$ cat config.mk
export PLATFORM = sky130hd
export DESIGN_NAME = wb_merge
export DESIGN_NICKNAME = d
export VERILOG_FILES = /design/src/rtl/wb_pkg.sv /design/src/rtl/wb_fifo.sv /design/src/rtl/wb_merge.sv
export SDC_FILE = /design/constraint.sdc
export NUM_CORES = 1
export LEC_CHECK = 0
export CORE_ASPECT_RATIO = 1.5
export CORE_MARGIN = 2
export CORE_UTILIZATION = 55
export DETAILED_ROUTE_END_ITERATION = 12
export GPL_TIMING_DRIVEN = 0
export MAX_ROUTING_LAYER = met4
export PLACE_DENSITY = 0.83
export SETUP_SLACK_MARGIN = 0.02
export SLEW_MARGIN = 20
export SYNTH_ARGS = -nofsm -noshare
export SYNTH_HDL_FRONTEND = slang
export SYNTH_SLANG_ARGS = --single-unit
export TNS_END_PERCENT = 20
$ cat constraint.sdc
create_clock -name Clk -period 4.6 [get_ports Clk]
set_input_delay 0.69 -clock Clk [delete_from_list [all_inputs] [get_ports Clk]]
set_output_delay 0.69 -clock Clk [all_outputs]
set_load 0.01 [all_outputs]
$ cat src/rtl/wb_pkg.sv
// Shared types and constants for the write-back merge unit.
// Holds the queued-result entry layout and the occupancy width helper.
package wb_pkg;

    localparam int         WB_DEPTH = 4;
    localparam int         WB_DW    = 32;
    localparam logic [4:0] REG_ZERO = 5'd0;

    // One queued mul/div result waiting for a free GRF write slot.
    typedef struct packed {
        logic [WB_DW-1:0] pc;
        logic [4:0]       a3;
        logic [WB_DW-1:0] wd;
    } wb_entry_t;

    // Occupancy needs one extra bit so that "full" (== depth) is representable.
    function automatic int count_width(input int depth);
        return $clog2(depth) + 1;
    endfunction

endpackage

$ cat src/rtl/wb_fifo.sv
// Circular buffer of queued mul/div results.
// Push is ignored when full and pop is ignored when empty, so the
// occupancy can never leave the range 0..DEPTH. DEPTH must be a power of
// two so the pointers wrap by plain binary overflow.
module wb_fifo
    import wb_pkg::*;
#(
    parameter int DEPTH = WB_DEPTH
) (
    input  logic                          clk,
    input  logic                          rst_n,
    input  logic                          push,
    input  logic                          pop,
    input  wb_entry_t                     din,
    output wb_entry_t                     head,
    output logic                          full,
    output logic                          empty,
    output logic [count_width(DEPTH)-1:0] count
);

    localparam int CW = count_width(DEPTH);
    localparam int PW = $clog2(DEPTH);

    wb_entry_t         mem [DEPTH];
    logic [PW-1:0]     wr_ptr;
    logic [PW-1:0]     rd_ptr;
    logic [CW-1:0]     occ;
    logic              do_push;
    logic              do_pop;

    assign full    = (occ == CW'(DEPTH));
    assign empty   = (occ == '0);
    assign do_push = push && !full;
    assign do_pop  = pop && !empty;
    assign head    = mem[rd_ptr];
    assign count   = occ;

    // Storage array: data only, no reset needed since the head is only
    // consumed while the buffer is non-empty.
    always_ff @(posedge clk) begin
        if (do_push) begin
            mem[wr_ptr] <= din;
        end
    end

    // Pointers and occupancy; simultaneous push and pop keeps occupancy.
    always_ff @(posedge clk or negedge rst_n) begin
        if (!rst_n) begin
            wr_ptr <= '0;
            rd_ptr <= '0;
            occ    <= '0;
        end else begin
            if (do_push) begin
                wr_ptr <= wr_ptr + PW'(1);
            end
            if (do_pop) begin
                rd_ptr <= rd_ptr + PW'(1);
            end
            case ({do_push, do_pop})
                2'b10:   occ <= occ + CW'(1);
                2'b01:   occ <= occ - CW'(1);
                default: occ <= occ;
            endcase
        end
    end

endmodule

$ cat src/rtl/wb_merge.sv
// Write-back merge unit in front of the GRF write port.
// The pipeline write-back always owns the slot when it carries a real
// destination; otherwise the oldest queued mul/div result is drained.
// A 32-entry pending scoreboard tracks mul/div destinations still in
// flight so issue logic can stall on hazards against them.
module wb_merge
    import wb_pkg::*;
#(
    parameter int DEPTH = WB_DEPTH,
    parameter int DW    = WB_DW
) (
    input  logic                          Clk,
    input  logic                          Reset,
    input  logic                          P_WE,
    input  logic [4:0]                    P_A3,
    input  logic [DW-1:0]                 P_WD,
    input  logic [DW-1:0]                 P_PC,
    input  logic                          M_Valid,
    input  logic [4:0]                    M_A3,
    input  logic [DW-1:0]                 M_WD,
    input  logic [DW-1:0]                 M_PC,
    output logic                          M_Ready,
    input  logic                          Set_En,
    input  logic [4:0]                    Set_A,
    input  logic [4:0]                    Q1,
    input  logic [4:0]                    Q2,
    output logic                          Busy1,
    output logic                          Busy2,
    output logic                          WE,
    output logic [4:0]                    A3,
    output logic [DW-1:0]                 WD,
    output logic [DW-1:0]                 PC,
    output logic [count_width(DEPTH)-1:0] Count
);

    // Mul/div handshake: a result transfers on a rising edge where
    // M_Valid and M_Ready are both high. M_Ready only reflects whether the
    // FIFO has room before the edge (never a same-cycle pop), and the
    // producer holds M_A3/M_WD/M_PC stable while M_Valid waits on M_Ready.

    wb_entry_t   din;
    wb_entry_t   head;
    logic        full;
    logic        empty;
    logic        p_live;
    logic        push;
    logic        pop;
    logic [31:0] pending;
    logic [31:0] pending_nxt;

    // A pipeline write to r0 is not a real write and yields the slot.
    assign p_live = P_WE && (P_A3 != REG_ZERO);

    // The head drains only when the pipeline leaves the slot free.
    assign pop  = Reset && !p_live && !empty;
    assign push = Reset && M_Valid && !full;

    assign M_Ready = Reset && !full;

    assign din.pc = M_PC;
    assign din.a3 = M_A3;
    assign din.wd = M_WD;

    wb_fifo #(
        .DEPTH (DEPTH)
    ) u_fifo (
        .clk   (Clk),
        .rst_n (Reset),
        .push  (push),
        .pop   (pop),
        .din   (din),
        .head  (head),
        .full  (full),
        .empty (empty),
        .count (Count)
    );

    // Slot arbitration: pipeline first, then FIFO head, else idle zeros.
    always_comb begin
        WE = 1'b0;
        A3 = REG_ZERO;
        WD = '0;
        PC = '0;
        if (Reset) begin
            if (p_live) begin
                WE = 1'b1;
                A3 = P_A3;
                WD = P_WD;
                PC = P_PC;
            end else if (!empty) begin
                // A queued r0 result is drained without touching the GRF.
                WE = (head.a3 != REG_ZERO);
                A3 = head.a3;
                WD = head.wd;
                PC = head.pc;
            end
        end
    end

    // Next scoreboard value: retire on pop, then mark on issue so that a
    // same-register set and clear in one cycle leaves the register pending.
    always_comb begin
        pending_nxt = pending;
        if (pop && (head.a3 != REG_ZERO)) begin
            pending_nxt[head.a3] = 1'b0;
        end
        if (Set_En && (Set_A != REG_ZERO)) begin
            pending_nxt[Set_A] = 1'b1;
        end
        pending_nxt[0] = 1'b0;
    end

    // Scoreboard register; reset forgets every outstanding result.
    always_ff @(posedge Clk or negedge Reset) begin
        if (!Reset) begin
            pending <= '0;
        end else begin
            pending <= pending_nxt;
        end
    end

    // Hazard queries reflect the scoreboard as it stands before the edge.
    assign Busy1 = Reset && pending[Q1];
    assign Busy2 = Reset && pending[Q2];

endmodule
After elaboration in Yosys (flattened, before gate mapping)
Memories as Yosys holds them, arrays and structs flattened. Cells that the tools add are included.

Bits in registers: 38. Latch bits: 0. Bits in writable memories: 276. Memory bits (read-only): 0. Input port bits: 158. Memories kept: 1.

Memory list: u_fifo.mem (depth 4, width 69, rd ports 1, clocked after Yosys merged registers in 0, wr ports 1, line wb_fifo.sv:24) `wb_entry_t mem [DEPTH];`.

Add/subtract/negate cells: 4. Multipliers: 0. Divide/modulo/power cells: 0. Order comparisons: 6. Equal/unequal tests: 3. Shifts and indexed selects: 0. Muxes and demuxes: 25. Bitwise gates (word level): 3. Reductions and logical operators: 22.

Operator list (number): $mux 32 (8); $and 32x32->32 (1); $not 32->32 (1); $or 32x32->32 (1); $lt 5x6->1 const B (4); $mux 5 (3); $reduce_bool 5->1 (3); $logic_and 1x1->1 (14); $bmux 1 s5 (2); $demux 1 s5 (2); $ge 5x1->1 const B (2); $mux 1 (9); $pmux 3 s2 (1); $add 2x1->2 const B (2); $add 3x1->3 const B (1); $eq 3x3->1 const B (1); $logic_not 1->1 (3); $logic_not 3->1 (1); $sub 3x1->3 const B (1); $eq 2x1->1 const B (1); $eq 2x2->1 const B (1); $reduce_bool 2->1 (1).

Longest topological paths before layout
An unclocked memory read counts as a cell.

Depth in word-level cells: 10. Gate-level depth with buffers: 11.

Modules after synthesis
From an unflattened synthesis, not the netlist that was laid out.

Cells, all modules: 680. Area, all modules: 13246.5 sq um.

Modules (own cells, without submodules): wb_fifo (times used 1, cells each 398, area each 10457.5 sq um, sequential area each 8463.1 sq um); wb_merge (times used 1, cells each 282, area each 2788.9 sq um, sequential area each 775.7 sq um).

Least setup slack after synthesis
OpenSTA, ideal clock, no wires.

Kind: in2reg. Start point: input port Reset. End point: memory u_fifo.mem[0][0] (netlist name), enable pin. Library setup time: 435 ps. Arrival time: 2813 ps. Data required time: 4165 ps. Path slack: 1352 ps. Stages: 3. Buffers on the path: 0. Cells stage by stage: inv_1 > a21oi_1 > and3_1.

Longest elaborated chain between the ends: 5.

RTL lines: start: declaration (line wb_merge.sv:13) `input logic Reset,`; $logic_and 1x1->1 (2 in a row) (line wb_merge.sv:56) `assign push = Reset && M_Valid && !full;`; $logic_and 1x1->1 (line wb_fifo.sv:33) `assign do_push = push && !full;`; $mux 1 (line wb_fifo.sv:41) `if (do_push) begin`; $mux 1 (not written as such) (line wb_fifo.sv:42) `mem[wr_ptr] <= din;`; end: declaration (line wb_fifo.sv:24).

Every way passes these cells.

Worst setup path after layout
Start point: input port P_A3[3]. End point: output port PC[21].

Longest elaborated chain between the ends: 4.

RTL lines: start: declaration (line wb_merge.sv:15) `input logic [4:0] P_A3,`; $reduce_bool 5->1 (line wb_merge.sv:52) `assign p_live = P_WE && (P_A3 != REG_ZERO);`; $logic_and 1x1->1 (line wb_merge.sv:52); $mux 32 (line wb_merge.sv:85) `if (p_live) begin`; $mux 32 (line wb_merge.sv:84) `if (Reset) begin`; end: declaration (line wb_merge.sv:32) `output logic [DW-1:0] PC,`.

Every way passes these cells.

==> results.py <==
metrics = {
    "status": {
        "status": "complete, no violations",
    },
    "setup_path": {
        "critPathKind": "primary input to output port",
        "rr_startpoint": "u_fifo.count[0]$_DFFE_PN0P_",
        "critical_path.cell_chain": "clkdlybuf4s50_1, or4_1, o211a_1, clkbuf_1, a22o_1, clkdlybuf4s50_1",
        "path_common_cell": "clkdlybuf4s50_1",
        "worst-path-max-fanout": 14,
        "cpPeakStageDelay_ns": 0.56,
        "worstSetupStartpointType": "primary input",
        "crit_family": "buffers and inverters",
        "reg2reg_slack_ns": 1.67,
        "path_buf_inv": 3,
        "cp.arrival_ns": 3.58,
        "required_ns": 3.91,
        "rr_worst_depth": 9,
        "cp_slowest_cell": "o211a_1",
        "reg2reg_to": "u_fifo.count[2]$_DFFE_PN0P_",
        "critPathCaptureType": "output port",
    },
    "route": {
        "drtIter0Drc": 654,
        "via_per_inst": 6.18,
        "wl_per_cell_microns": 24.8,
        "vias": 8016,
        "totalWireLength_microns": 32200,
        "ant_nets": 0,
        "dr.pass1.iters": 5,
        "drc": 0,
    },
    "synthesis": {
        "synthDistinctLibCells": 46,
        "synth-seq-cells": 314,
        "synthArstFlopShare_pct": 12.1,
        "synth_edf_count": 276,
        "synth-main-ff-cell": "edfxtp_1",
        "synth_fp_nets": 854,
        "syn_inst": 690,
        "syn_avg_cell_area_sq_um": 19.2,
        "ys_warn_count": 0,
        "syn_area_sq_mm": 0.0132,
        "seq_area_frac_synth_pct": 69.8,
    },
    "place": {
        "dpl.hpwl_microns": 21400,
        "portBuffers": 229,
        "place_congestion": 0.899,
        "dp_cells": 1244,
    },
    "floorplanning": {
        "num_rows": 69,
        "die_h_microns": 194,
        "initial_utilization_pct": 56.0,
        "die_area_sq_mm": 0.0254,
        "io_pins": 234,
        "core_sq_mm": 0.0237,
        "die_width_microns": 131,
    },
    "grt": {
        "use_met1_pct": 31.8,
        "grtUsageTotal_pct": 26.2,
        "use_met2_pct": 44.4,
        "grt_max_degree": 42,
        "grt_pass1_vias": 8284,
        "top_usage_layer": "met2",
        "antenna_found_initial": 3,
        "grt.met3_usage_pct": 3.78,
        "grt_first_pass_wirelength_microns": 48000,
        "grt.overflow.total": 0,
    },
    "cells_and_area": {
        "drive_gt1_share_pct": 17.2,
        "n_fill_cell": 1498,
        "layout.nets": 1118,
        "area_delta_synth_final_pct": 28.7,
        "fin_cells": 1298,
    },
    "clock_network": {
        "cts-buffers-inserted": 28,
        "htree_levels": 1,
        "clock-sinks": 314,
        "clk_path_buf_depth": 3,
        "clock_latency_ns": 0.54,
        "cts_root_buf": "clkbuf_16",
        "post_cts_buffers": 0,
        "ctsHoldBuffers": 0,
        "path_clk_slew_ns": 0.06,
        "cts_tree": "done",
    },
    "timing": {
        "min_period_over_period_pct": 92.8,
        "skew_ns": 0.0275,
        "slew_headroom_pct": 37.0,
        "hold_slack_ns": 0.0882,
        "min_period_ns": 4.27,
        "clock.fmax_mhz": 234,
        "maxSlewViolCount": 0,
        "rsz0062_at_grt": "no",
        "finalHoldViolCount": 0,
        "setup_viol_count_final": 0,
        "tightest_slew_ns": 0.946,
    },
    "hold_path": {
        "hold_class": "primary input to asynchronous set/reset pin",
    },
    "power": {
        "ir_worst_vdd_mv": 0.495,
        "p_per_area_mw_per_mm2": 513,
        "p_leak_nw": 5.79,
    },
    "run": {
        "maxCapViolCount": 0,
    },
}
## state kept, by name, summed over array words and instances (netlist names)
register and count:
pending 31, u_fifo.mem 276, u_fifo.count 3, u_fifo.wr_ptr 2
u_fifo.rd_ptr 2
## through the flow
stage	area [sq um]	setup WS [ns]	setup TNS (ns)	util, %	power [mW]
floorplan	13200	1.35	0	-	5.32
global placement	15900	-2.18	-652.41	67.4	6.30
detailed placement	16100	-0.0413	-0.0584	68.0	6.37
CTS	17000	0.360	0	72.0	8.79
global route	17000	0.297	0	72.1	9.06
finish	17000	0.333	0	72.1	8.74
## what timing repair did
item,in CTS,in global routing
hold endpoints to repair,0,0
setup endpoints to repair,10,0
resized for setup,0,0
## how the worst max path moves through the flow
stage | to | cells past startpoint | startpoint | slack (ns)
after CTS | PC[0] | 6 | u_fifo.rd_ptr[1]$_DFFE_PN0P_ | 0.36
after global routing | PC[21] | 6 | Reset | 0.30
final | PC[21] | 6 | P_A3[3] | 0.33
after detailed placement | PC[21] | 7 | Reset | -0.04
after floorplan | u_fifo.mem[0][0]$_DFFE_PP_ | 3 | Reset | 1.35
after global placement | u_fifo.mem[3][13]$_DFFE_PP_ | 4 | Reset | -2.18
## power by group
group	switching (mW)	leakage (nW)	internal, mW
clock network	0.997	0.466	1.42
logic	1.38	2.44	1.36
registers	0.138	2.88	3.46
## cells in the mapped netlist (8+ instances only)
library cell  number  area [sq um]
inv_1             12          45.0
dfrtp_1           38           951
clkbuf_1          21          78.8
mux4_2            83          1870
o211ai_1          16           120
a22o_1            67           587
buf_2             10          50.1
o21ai_0            9          45.0
o221ai_1           8          70.1
edfxtp_1         276          8290
nand3_1            8          40.0
o41ai_1           23           201
nand2_1           28           105
mux2i_1           14           140
nand3b_1          10          75.1
## cell usage in the layout (no fill, tap or decap), types with 3 or more instances in the layout
cell type,instances
dfrtp_1,38
mux4_2,83
clkdlybuf4s50_1,228
nand2_1,28
buf_4,5
ha_1,5
o41ai_1,23
mux2i_1,14
and2_1,3
buf_12,5
nor2_1,5
nand3_1,8
or3b_1,3
edfxtp_1,276
or3b_2,3
o21ai_0,9
buf_2,11
clkbuf_1,27
inv_1,12
o211ai_1,16
nand3b_1,10
o221ai_1,8
bufinv_16,4
a22o_1,67
xnor2_1,4
diode_2,3
mux2_2,4
clkinv_2,6
a21oi_1,3
and3_4,4
clkbuf_16,29
## per-layer routing
metal,up-vias,share of wire [%]
li1,3473,-
met1,4058,35
met2,400,53
met3,85,7.1
met4,0,4.2
met5,-,0
## logic make-up after synthesis
family / share of synthesized area [%]
xor gates and xnor gates: 0.397
muxes: 15.5
and+or+nand+nor: 3.36
adders and majority gates: 0.624
buffers and inverters: 2.15
DFF: 69.8
AOI/OAI and AO/OA: 8.18
## final cells by class
cell class / instances / area [sq um] / area share [%]
Antenna cell: 3 / 7.51 / 0.0440
Clock inverter: 14 / 178 / 1.04
Multi-Input combinational cell: 322 / 3740 / 21.9
Buffer: 40 / 228 / 1.34
Inverter: 13 / 53.8 / 0.316
Tap cell: 319 / 399 / 2.34
Sequential cell: 314 / 9240 / 54.2
Timing Repair Buffer: 235 / 2420 / 14.2
Clock buffer: 38 / 779 / 4.57
(Power assumes the default switching activity.)
